`src/rtl/jk_pkg.sv`:
```
// jk_pkg: JK operation encoding and next-state helper shared by the JK flip-flop bank.
`default_nettype none

package jk_pkg;

  typedef enum logic [1:0] {
    JK_HOLD = 2'b00,
    JK_SET  = 2'b01,
    JK_CLR  = 2'b10,
    JK_TOG  = 2'b11
  } jk_op_t;

  function automatic jk_op_t jk_decode(input logic j, input logic k);
    jk_op_t op;
    op = JK_HOLD;
    case ({j, k})
      2'b10:   op = JK_SET;
      2'b01:   op = JK_CLR;
      2'b11:   op = JK_TOG;
      default: op = JK_HOLD;
    endcase
    return op;
  endfunction

  function automatic logic jk_next(input logic q, input logic j, input logic k);
    logic nq;
    nq = q;
    case (jk_decode(j, k))
      JK_SET:  nq = 1'b1;
      JK_CLR:  nq = 1'b0;
      JK_TOG:  nq = ~q;
      default: nq = q;
    endcase
    return nq;
  endfunction

endpackage

`default_nettype wire

```
`src/rtl/jk_cell.sv`:
```
// jk_cell: one JK flip-flop channel with parallel load (load > en > hold), async active-low reset.
`default_nettype none

module jk_cell
  import jk_pkg::*;
#(
  parameter logic RESET_VAL = 1'b0
) (
  input  logic clk,
  input  logic rst,
  input  logic en,
  input  logic j,
  input  logic k,
  input  logic load,
  input  logic d,
  output logic q
);

  always_ff @(posedge clk or negedge rst) begin
    if (!rst) begin
      q <= RESET_VAL;
    end else if (load) begin
      q <= d;
    end else if (en) begin
      q <= jk_next(q, j, k);
    end
  end

endmodule

`default_nettype wire

```
`src/rtl/jk_ff_bank.sv`:
```
// jk_ff_bank: WIDTH independent JK channels with change pulse; define JK_BANK_TCNT_EN
// to add the saturating toggle-event counter output tcnt.
`default_nettype none

module jk_ff_bank
  import jk_pkg::*;
#(
  parameter int unsigned        WIDTH     = 8,
  parameter logic [WIDTH-1:0]   RESET_VAL = '0,
  parameter int unsigned        CNT_W     = 16
) (
  input  logic             clk,
  input  logic             rst,
  input  logic             en,
  input  logic [WIDTH-1:0] j,
  input  logic [WIDTH-1:0] k,
  input  logic             load,
  input  logic [WIDTH-1:0] d,
  output logic [WIDTH-1:0] q,
  output logic [WIDTH-1:0] q_n,
  output logic             chg
`ifdef JK_BANK_TCNT_EN
  ,
  output logic [CNT_W-1:0] tcnt
`endif
);

  if (WIDTH < 1 || WIDTH > 64) begin : g_width_check
    $error("jk_ff_bank: WIDTH must be in 1..64");
  end

  if (CNT_W < 1) begin : g_cnt_w_check
    $error("jk_ff_bank: CNT_W must be at least 1");
  end

  logic [WIDTH-1:0] w_q_next;

  for (genvar i = 0; i < WIDTH; i++) begin : g_cell
    jk_cell #(
      .RESET_VAL (RESET_VAL[i])
    ) u_cell (
      .clk  (clk),
      .rst  (rst),
      .en   (en),
      .j    (j[i]),
      .k    (k[i]),
      .load (load),
      .d    (d[i]),
      .q    (q[i])
    );
  end

  assign q_n = ~q;

  // Mirror of the cells' next state, used only to detect that an edge will change q.
  always_comb begin
    w_q_next = q;
    if (load) begin
      w_q_next = d;
    end else if (en) begin
      for (int i = 0; i < WIDTH; i++) begin
        w_q_next[i] = jk_next(q[i], j[i], k[i]);
      end
    end
  end

  always_ff @(posedge clk or negedge rst) begin
    if (!rst) begin
      chg <= 1'b0;
    end else begin
      chg <= (w_q_next != q);
    end
  end

`ifdef JK_BANK_TCNT_EN
  localparam logic [CNT_W-1:0] TCNT_MAX = '1;

  logic w_tog_event;

  assign w_tog_event = !load && en && (|(j & k));

  always_ff @(posedge clk or negedge rst) begin
    if (!rst) begin
      tcnt <= '0;
    end else if (w_tog_event && (tcnt != TCNT_MAX)) begin
      tcnt <= tcnt + 1'b1;
    end
  end
`endif

endmodule

`default_nettype wire
```
`config.mk`:
```
export PLATFORM = sky130hd
export DESIGN_NAME = jk_ff_bank
export DESIGN_NICKNAME = d
export VERILOG_FILES = /design/src/rtl/jk_pkg.sv /design/src/rtl/jk_cell.sv /design/src/rtl/jk_ff_bank.sv
export SDC_FILE = /design/constraint.sdc
export NUM_CORES = 1
export LEC_CHECK = 0
export BUFFER_PORTS_ARGS = -buffer_cell sky130_fd_sc_hd__buf_4
export CORE_MARGIN = 10
export CORE_UTILIZATION = 37
export CTS_CLUSTER_SIZE = 20
export DETAILED_ROUTE_END_ITERATION = 8
export GPL_ROUTABILITY_DRIVEN = 0
export PLACE_DENSITY = 0.74
export SYNTH_ARGS = -nofsm -noshare
export SYNTH_HDL_FRONTEND = slang
export SYNTH_SLANG_ARGS = --single-unit
```
`constraint.sdc`:
```
create_clock -name clk -period 1.2 [get_ports clk]
set_input_delay 0.06 -clock clk [delete_from_list [all_inputs] [get_ports clk]]
set_output_delay 0.06 -clock clk [all_outputs]
set_load 0.03 [all_outputs]
```
## Word-level counts from Yosys, hierarchy flattened

Cells that the tools add are included.

| storage, ports and cells | value |
|---|---|
| output and inout bits | 17 |
| flip-flop bits (word level) | 9 |
| bits of input ports | 28 |

| operators by class | value |
|---|---|
| reduce and logical (&&, ||, !) cells | 1 |
| muxes and demuxes | 50 |
| bitwise logic cells | 9 |
| equal/unequal tests | 49 |

Operators with widths:

| kind | count |
|---|---|
| $eq 2x2->1 const B | 32 |
| $pmux 2 s3 | 8 |
| $eq 2x1->1 const B | 16 |
| $mux 2 | 16 |
| $pmux 1 s3 | 8 |
| $mux 1 | 16 |
| $mux 8 | 2 |
| $ne 8x8->1 | 1 |
| $not 1->1 | 8 |
| $not 8->8 | 1 |
| $reduce_bool 2->1 | 1 |

## Longest topological paths before layout

Gate-level depths: netlist (run 1).

| logic depth | value |
|---|---|
| depth in word-level cells | 9 |
| depth in mapped cells | 5 |
| gate-level depth less buffers | 4 |

## Cells and area by module

From an unflattened synthesis (run 1), not the netlist that was laid out.

| unflattened totals | value |
|---|---|
| cell total of the unflattened synthesis | 137 |
| area total of the unflattened synthesis | 1061.0 um2 |

By module, submodules not included:

| module | area an instance (um2) | cells an instance | times used | sequential area each (um2) |
|---|---|---|---|---|
| jk_cell | 101.3 | 13 | 8 | 25.0 |
| jk_ff_bank | 250.2 | 33 | 1 | 25.0 |

## Worst setup path after synthesis (run 1)

OpenSTA, ideal clock, no wires.

| path | value |
|---|---|
| path type | register to register |
| from | reg g_cell[4].u_cell.q |
| to | reg chg |
| buffers on the path | 0 |
| path slack | -204 ps |
| period minus slack after synthesis | 1404 ps |
| arrival time | 1262 ps |
| stages on the path, launching flop included | 5 |
| setup time | 143 ps |
| cell sequence | dfrtp_1 inv_1 a221o_1 o31ai_1 o211ai_1 |

| on the way | value |
|---|---|
| word-level cells in the longest chain between the ends | 5 |

Ends and longest elaborated chain:

| item | line | text |
|---|---|---|
| start: declaration | jk_cell.sv:16 | `output logic q` |
| start signal: assignment | jk_cell.sv:25 | `q <= jk_next(q, j, k);` |
| $not 1->1 | jk_pkg.sv:31 | `JK_TOG: nq = ~q;` |
| $pmux 1 s3 | -- |  |
| $mux 8 | jk_ff_bank.sv:60 | `end else if (en) begin` |
| $mux 8 | jk_ff_bank.sv:58 | `if (load) begin` |
| $ne 8x8->1 (*) | jk_ff_bank.sv:71 | `chg <= (w_q_next != q);` |
| end signal: assignment | jk_ff_bank.sv:71 |  |
| end: declaration | jk_ff_bank.sv:21 | `output logic chg` |

Mark *: on every way between the ends. The rest lies on a longest branch, timed or not.
A chain may end at the register's enable or synchronous reset.

## Worst setup path after layout (run 1)

| path | value |
|---|---|
| from | reg g_cell[6].u_cell.q |
| to | reg chg |

| on the way | value |
|---|---|
| word-level cells in the longest chain between the ends | 5 |

Ends and longest elaborated chain:

| item | line | text |
|---|---|---|
| start: declaration | jk_cell.sv:16 |  |
| start signal: assignment | jk_cell.sv:25 |  |
| $not 1->1 | jk_pkg.sv:31 |  |
| $pmux 1 s3 | jk_pkg.sv:28 | `case (jk_decode(j, k))` |
| $mux 8 | jk_ff_bank.sv:60 |  |
| $mux 8 | jk_ff_bank.sv:58 |  |
| $ne 8x8->1 (*) | jk_ff_bank.sv:71 |  |

Marked as above.

==> flow_summary.ini, run 1 <==
[clock_network]
tritoncts = yes
cts_sinks = 9
clk_pin_slew_ps = 60
htree_levels = 1
clock_latency_ps = 260
cts_buffers = 3
root_buffer = clkbuf_4
clockBufferDepth = 2

[logic_synthesis]
syn_nets = 109
synth.largest_area_cell = dfrtp_1
synth-edff-count = 0
synth_async_sr_flop_share_pct = 100.0
yosysSeqAreaShare_pct = 31.80
synth_seq_cells = 9
synth_cells = 81
syn-cell-area_um2 = 708.2
synth_top_area_share_pct = 31.80
synth_area_leaders = dfrtp_1 32%, a311oi_1 8.7%, a21o_1 8.5%, buf_4 8.5%, a21oi_1 6.4%
yosys_warnings = 0
synth_cell_types = 26
synth_ff_type = dfrtp_1
avgSynthCellArea_um2 = 8.743

[finish]
layout_commonest_cell = buf_4
layout_common_cells = 54 x buf_4, 9 x a21oi_1, 8 x a21o_1
nets = 160
antennaDiodeCount = 0
final_util_pct = 66.10
area_growth_pct = 64.66
drive_gt1_share_pct = 53.44

[routing]
vias_per_cell = 5.032
vias = 785
drt_wl_total_um = 2347
drt_iter0_markers = 23
ant_nets = 0
drc = 0
wl_per_cell_um = 15.04
dr.pass1.iters = 5

[critical_path]
cp-start-kind = register
ff2ff_setup_slack_ps = -120
r2r-end = chg$_DFF_PN0_
worstSetupPathType = reg -> reg
crit_fanout = 6
endpoint_kind = register
setup.worst_path.end = chg$_DFF_PN0_
cp.arrival_ps = 1440
crit_start = g_cell[6].u_cell.q$_DFFE_PN0P_
r2r_cells = 4
rr_startpoint = g_cell[6].u_cell.q$_DFFE_PN0P_
cp_data_required_time_ps = 1320

[sta]
fin_worst_skew_ps = 2.236
rsz0062_at_grt = yes
period_share_pct = 110.0
period_needed_ps = 1320
fmax_mhz = 757.4
setup-violations-final = 1
slew_violations = 0
setup_slack_ps = -120.3
hold_viol = 0
fin_setup_tns_ps = -120.3
tightest_slew_ps = 243.7
relSlewSlack_pct = 83.64

[floorplanning]
core_region_area_um2 = 1764
pin_count = 45
rows = 15
start_util_pct = 40.14
die_width_um = 63.75
dieArea_um2 = 4064
dieHeight_um = 63.75

[power_and_ir_drop]
power_density_nw_per_um2 = 1016
vdd_drop_max_mv = 0.7944
power.leakage_nw = 0.5898

[global_route]
grt_pass1_wl_um = 3753
grt_max_degree = 21
grt-ovfl-total = 0
track_usage_pct = 11.14
antenna_found_initial = 0
grt_pass1_vias = 819

[place]
hpwl_um = 1881
port_buffers = 44

[worst_hold_path]
hold_path_class = in -> reg

[outcome]
status = finished with violations
violations = negative setup slack

[flow_run]
cap_viol_max_count = 0
## layer usage
layer,vias to the layer above,track usage [%],share of wire (%)
met1,353,13.85,40
met2,38,17.71,50
met3,2,3.310,8.8
met4,0,4.098,0.72
met5,-,0,0
li1,392,-,-
## sequential cells by signal (all words and copies together), names as in the netlist
signal,cells
g_cell.u_cell.q,8
chg,1
## kinds of logic after synthesis
kind of cell	count (synthesis)	share of synthesized area (%)
compound gates	36	36.93
buf+inv	22	16.61
flops	9	31.80
xor+xnor	7	8.657
simple gates	7	6.008
## critical path: stages, from the launching register on
cell and delay [ps]:
dfrtp_2 440, a22oi_1 230, o2111ai_2 160, o31ai_2 260, o211ai_1 100
## cell usage after synthesis (all sizes together) (2+ instances only)
master	instances
nand2	2
dfrtp	9
a311oi	7
buf	12
a22oi	2
xnor2	4
inv	9
xor2	3
a21o	8
o2111ai	2
a21oi	9
nand2b	3
## cell type report
cell class              count  area [µm²]
fillers                   155       598.1
inverters                  10       42.54
well taps                  25       31.28
clock buffers               4       26.28
repair buffers             58       449.2
flip-flops and latches      9       227.7
multi-input cells          50       389.1
## power by group
| group | switching, mW | total (mW) | leakage (nW) | internal (mW) |
|---|---|---|---|---|
| registers | 0.0407 | 0.376 | 0.104 | 0.336 |
| clock network | 0.106 | 0.234 | 0.0150 | 0.128 |
| logic | 0.293 | 0.575 | 0.471 | 0.282 |
| total | 0.440 | 1.19 | 0.590 | 0.746 |
## per-stage QoR
stage	power (mW)	area [µm²]	worst slack (ps)	hold slack (ps)	cells
6_report	1.185	1166	-120.3	24.98	156
5_1_grt	1.265	1166	-193.2	18.05	156
4_1_cts	1.167	1130	-141.2	25.52	156
3_5_place_dp	0.9255	1086	-137.1	-107.4	150
3_3_place_gp	0.9193	1086	-82.24	-108.0	150
2_1_floorplan	0.6926	713.2	-89.18	-235.6	81
## worst min path at each step
stage,start,end,slack (ps),cells past startpoint
after floorplan,rst,chg$_DFF_PN0_,-240,0
after global placement,rst,g_cell[0].u_cell.q$_DFFE_PN0P_,-110,1
after detailed placement,rst,g_cell[0].u_cell.q$_DFFE_PN0P_,-110,1
after CTS,d[5],g_cell[5].u_cell.q$_DFFE_PN0P_,30,2
after global routing,d[3],g_cell[3].u_cell.q$_DFFE_PN0P_,20,2
final,d[5],g_cell[5].u_cell.q$_DFFE_PN0P_,20,2
## timing repair
| item | in CTS | in global routing |
|---|---|---|
| hold buffers | 1 | 0 |
| setup endpoints to repair | 1 | 3 |
| setup buffers | 1 | 0 |
| resized for setup | 0 | 9 |
| endpoints found under the hold margin | 9 | 0 |
Power figures use the tool's default switching activity.
==> run 2, diff against run 1 <==
Settings changed: ABC_AREA from default to 1, CORE_UTILIZATION 37 to 38, PLACE_DENSITY 0.74 to 0.75, TNS_END_PERCENT from default to 10.
==> run 2 against run 1 <==
Utilization is 0.47 points lower. Non-clock buffer count decreased by 3. Routed wire length up 4.5%. Largest cell class is now multi-input combinational cells. Sequential power is essentially flat. Sequential share of layout area down 1.4 points. Clock skew decreased by 0.68 ps. Clock-buffer cell count did not move. Combinational power rose by 7.7%. The run now ends clean. Area after synthesis rose by 5.8%. Clock power is 3% higher.
==> flow_summary.ini, run 2 <==
[outcome]
status = complete, no violations

[worst_hold_path]
min_from = j[7]
hold_path_class = in -> reg
whs_path_depth = 3
holdPathEnd = g_cell[7].u_cell.q$_DFFE_PN0P_

[global_route]
grt-ovfl-total = 0
antenna_found_initial = 0
grt_pass1_wl_um = 3636
grt_max_degree = 11
track_usage_pct = 10.59
grt_pass1_vias = 831

[finish]
seqCellArea_um2 = 229.0
layout_commonest_cell = buf_4
antennaDiodeCount = 0
area_growth_pct = 68.28
layout_common_cells = 49 x buf_4, 43 x nand2_1, 14 x inv_1
final_util_pct = 65.63
drive_gt1_share_pct = 52.69
top_regs = g_cell.u_cell.q: 8 flops, chg: 1 flops
multi_input_area_um2 = 464.2
largest_reg_flops = 8
nets = 196
n_fill_cell = 179
top_register = g_cell.u_cell.q

[logic_synthesis]
synth_top_family_by_area = simple AND/OR/NAND/NOR gates
synth_cell_types = 13
synth_area_leaders = dfrtp_1 30%, nand2_1 25%, nand3_1 10%, inv_1 9.5%, buf_4 8.0%
synthXorXnorAreaFrac_pct = 0
yosysMostFrequentCell = nand2_1
yosysSeqAreaShare_pct = 30.05
synth_compound_area_share_pct = 8.681
avgSynthCellArea_um2 = 6.406
synth.largest_area_cell = dfrtp_1
synth_async_sr_flop_share_pct = 100.0
synth-edff-count = 0
synthMuxAreaShare_pct = 0
synth_seq_cells = 9
syn-cell-area_um2 = 749.5
synth_top_area_share_pct = 30.05
ys_top_cells_by_count = 49 x nand2_1, 19 x inv_1, 15 x nand3_1
synth_cells = 117
synth_ff_type = dfrtp_1
syn_nets = 145
synth-simple-area-share_pct = 42.24
yosys_warnings = 0
synthAdderAreaFrac_pct = 0

[critical_path]
worstSetupPathType = reg -> reg
ff2ff_setup_slack_ps = 3
r2r_cells = 7
cp.arrival_ps = 1350
crit_fanout = 3
endpoint_kind = register
crit_top_cell = nand2_1
slowest_delay_ps = 400
cp-start-kind = register
rr_startpoint = g_cell[5].u_cell.q$_DFFE_PN0P_
cp_data_required_time_ps = 1350
crit_start = g_cell[5].u_cell.q$_DFFE_PN0P_
r2r-end = chg$_DFF_PN0_
slowest_stage = dfrtp_1
worstPathCellList = or2_4, nand3_4, nand3_2, nand2_1, nand2_1, nor2_1, nand2_1

[sta]
setup-violations-final = 0
slew_violations = 0
hold_viol = 0
fin_setup_tns_ps = 0
fin_worst_skew_ps = 1.560
fmax_mhz = 835.4
period_needed_ps = 1197
rsz0062_at_grt = yes
relSlewSlack_pct = 81.14
tightest_slew_ps = 280.3
period_share_pct = 99.76
setup_slack_ps = 2.907

[floorplanning]
die_width_um = 64.41
rows = 16
start_util_pct = 39.00
core_region_area_um2 = 1922
dieHeight_um = 64.41
pin_count = 45
dieArea_um2 = 4149

[clock_network]
cts_buffers = 3
clockBufferDepth = 2
clock_latency_ps = 260
htree_levels = 1
tritoncts = yes
root_buffer = clkbuf_4
clk_pin_slew_ps = 60
cts_sinks = 9

[flow_run]
cap_viol_max_count = 0

[routing]
ant_nets = 0
vias_per_cell = 4.577
drt_wl_total_um = 2452
vias = 888
dr.pass1.iters = 3
drt_iter0_markers = 16
wl_per_cell_um = 12.64
drc = 0

[power_and_ir_drop]
power.leakage_nw = 0.7117
vdd_drop_max_mv = 0.5935
finalPower_mw = 1.238
power_density_nw_per_um2 = 981.9

[place]
hpwl_um = 1804
port_buffers = 44
place_ws_ps = -48.20
[run 2: logic make-up after synthesis]
family,Yosys count
and+or+nand+nor,71
buffers and inverters,28
AOI/OAI and AO/OA,9
DFF,9
[run 2: how the worst max path moves through the flow]
stage                    endpoint  depth (start not counted)
floorplan           chg$_DFF_PN0_                         10
global placement    chg$_DFF_PN0_                          7
detailed placement  chg$_DFF_PN0_                          7
CTS                 chg$_DFF_PN0_                          7
global route        chg$_DFF_PN0_                          9
finish              chg$_DFF_PN0_                          7
[run 2: repair_timing]
action | in CTS | in global routing
buffers inserted | 1 | 6
pin swaps | 3 | 10
hold endpoints to repair | 9 | 0
endpoints found under the setup margin | 1 | 2
hold buffers | 1 | 0
resized for setup | 11 | 24
[run 2: routing by layer]
| metal | wire (µm) | track usage (%) |
|---|---|---|
| met3 | 140 | 2.234 |
| met5 | 0 | 0 |
| met1 | 1016 | 11.46 |
| met2 | 1228 | 18.47 |
| met4 | 67 | 6.417 |
[run 2: final cells by class]
type	count	area share, %
clock buffers	4	2.083
inverters	19	5.853
multi-input cells	80	36.81
flip-flops and latches	9	18.15
well taps	27	2.679
repair buffers	55	34.42
[run 2: worst max-delay path, delay by kind of cell (launching register included)]
family,cells,cell delay [ps]
flops,1,400
simple gates,7,700
[run 2: per-stage QoR]
stage | cells | hold WS [ps] | instance area (µm²)
after CTS | 188 | 74.58 | 1144
after global routing | 194 | 100.4 | 1261
final | 194 | 87.01 | 1261
after floorplan | 117 | -235.6 | 749.5
after global placement | 182 | -108.2 | 1065
after detailed placement | 182 | -106.0 | 1065
[run 2: power by group]
group / switching (mW) / internal, mW
combinational: 0.338 / 0.281
clock: 0.114 / 0.129
sequential: 0.0410 / 0.336
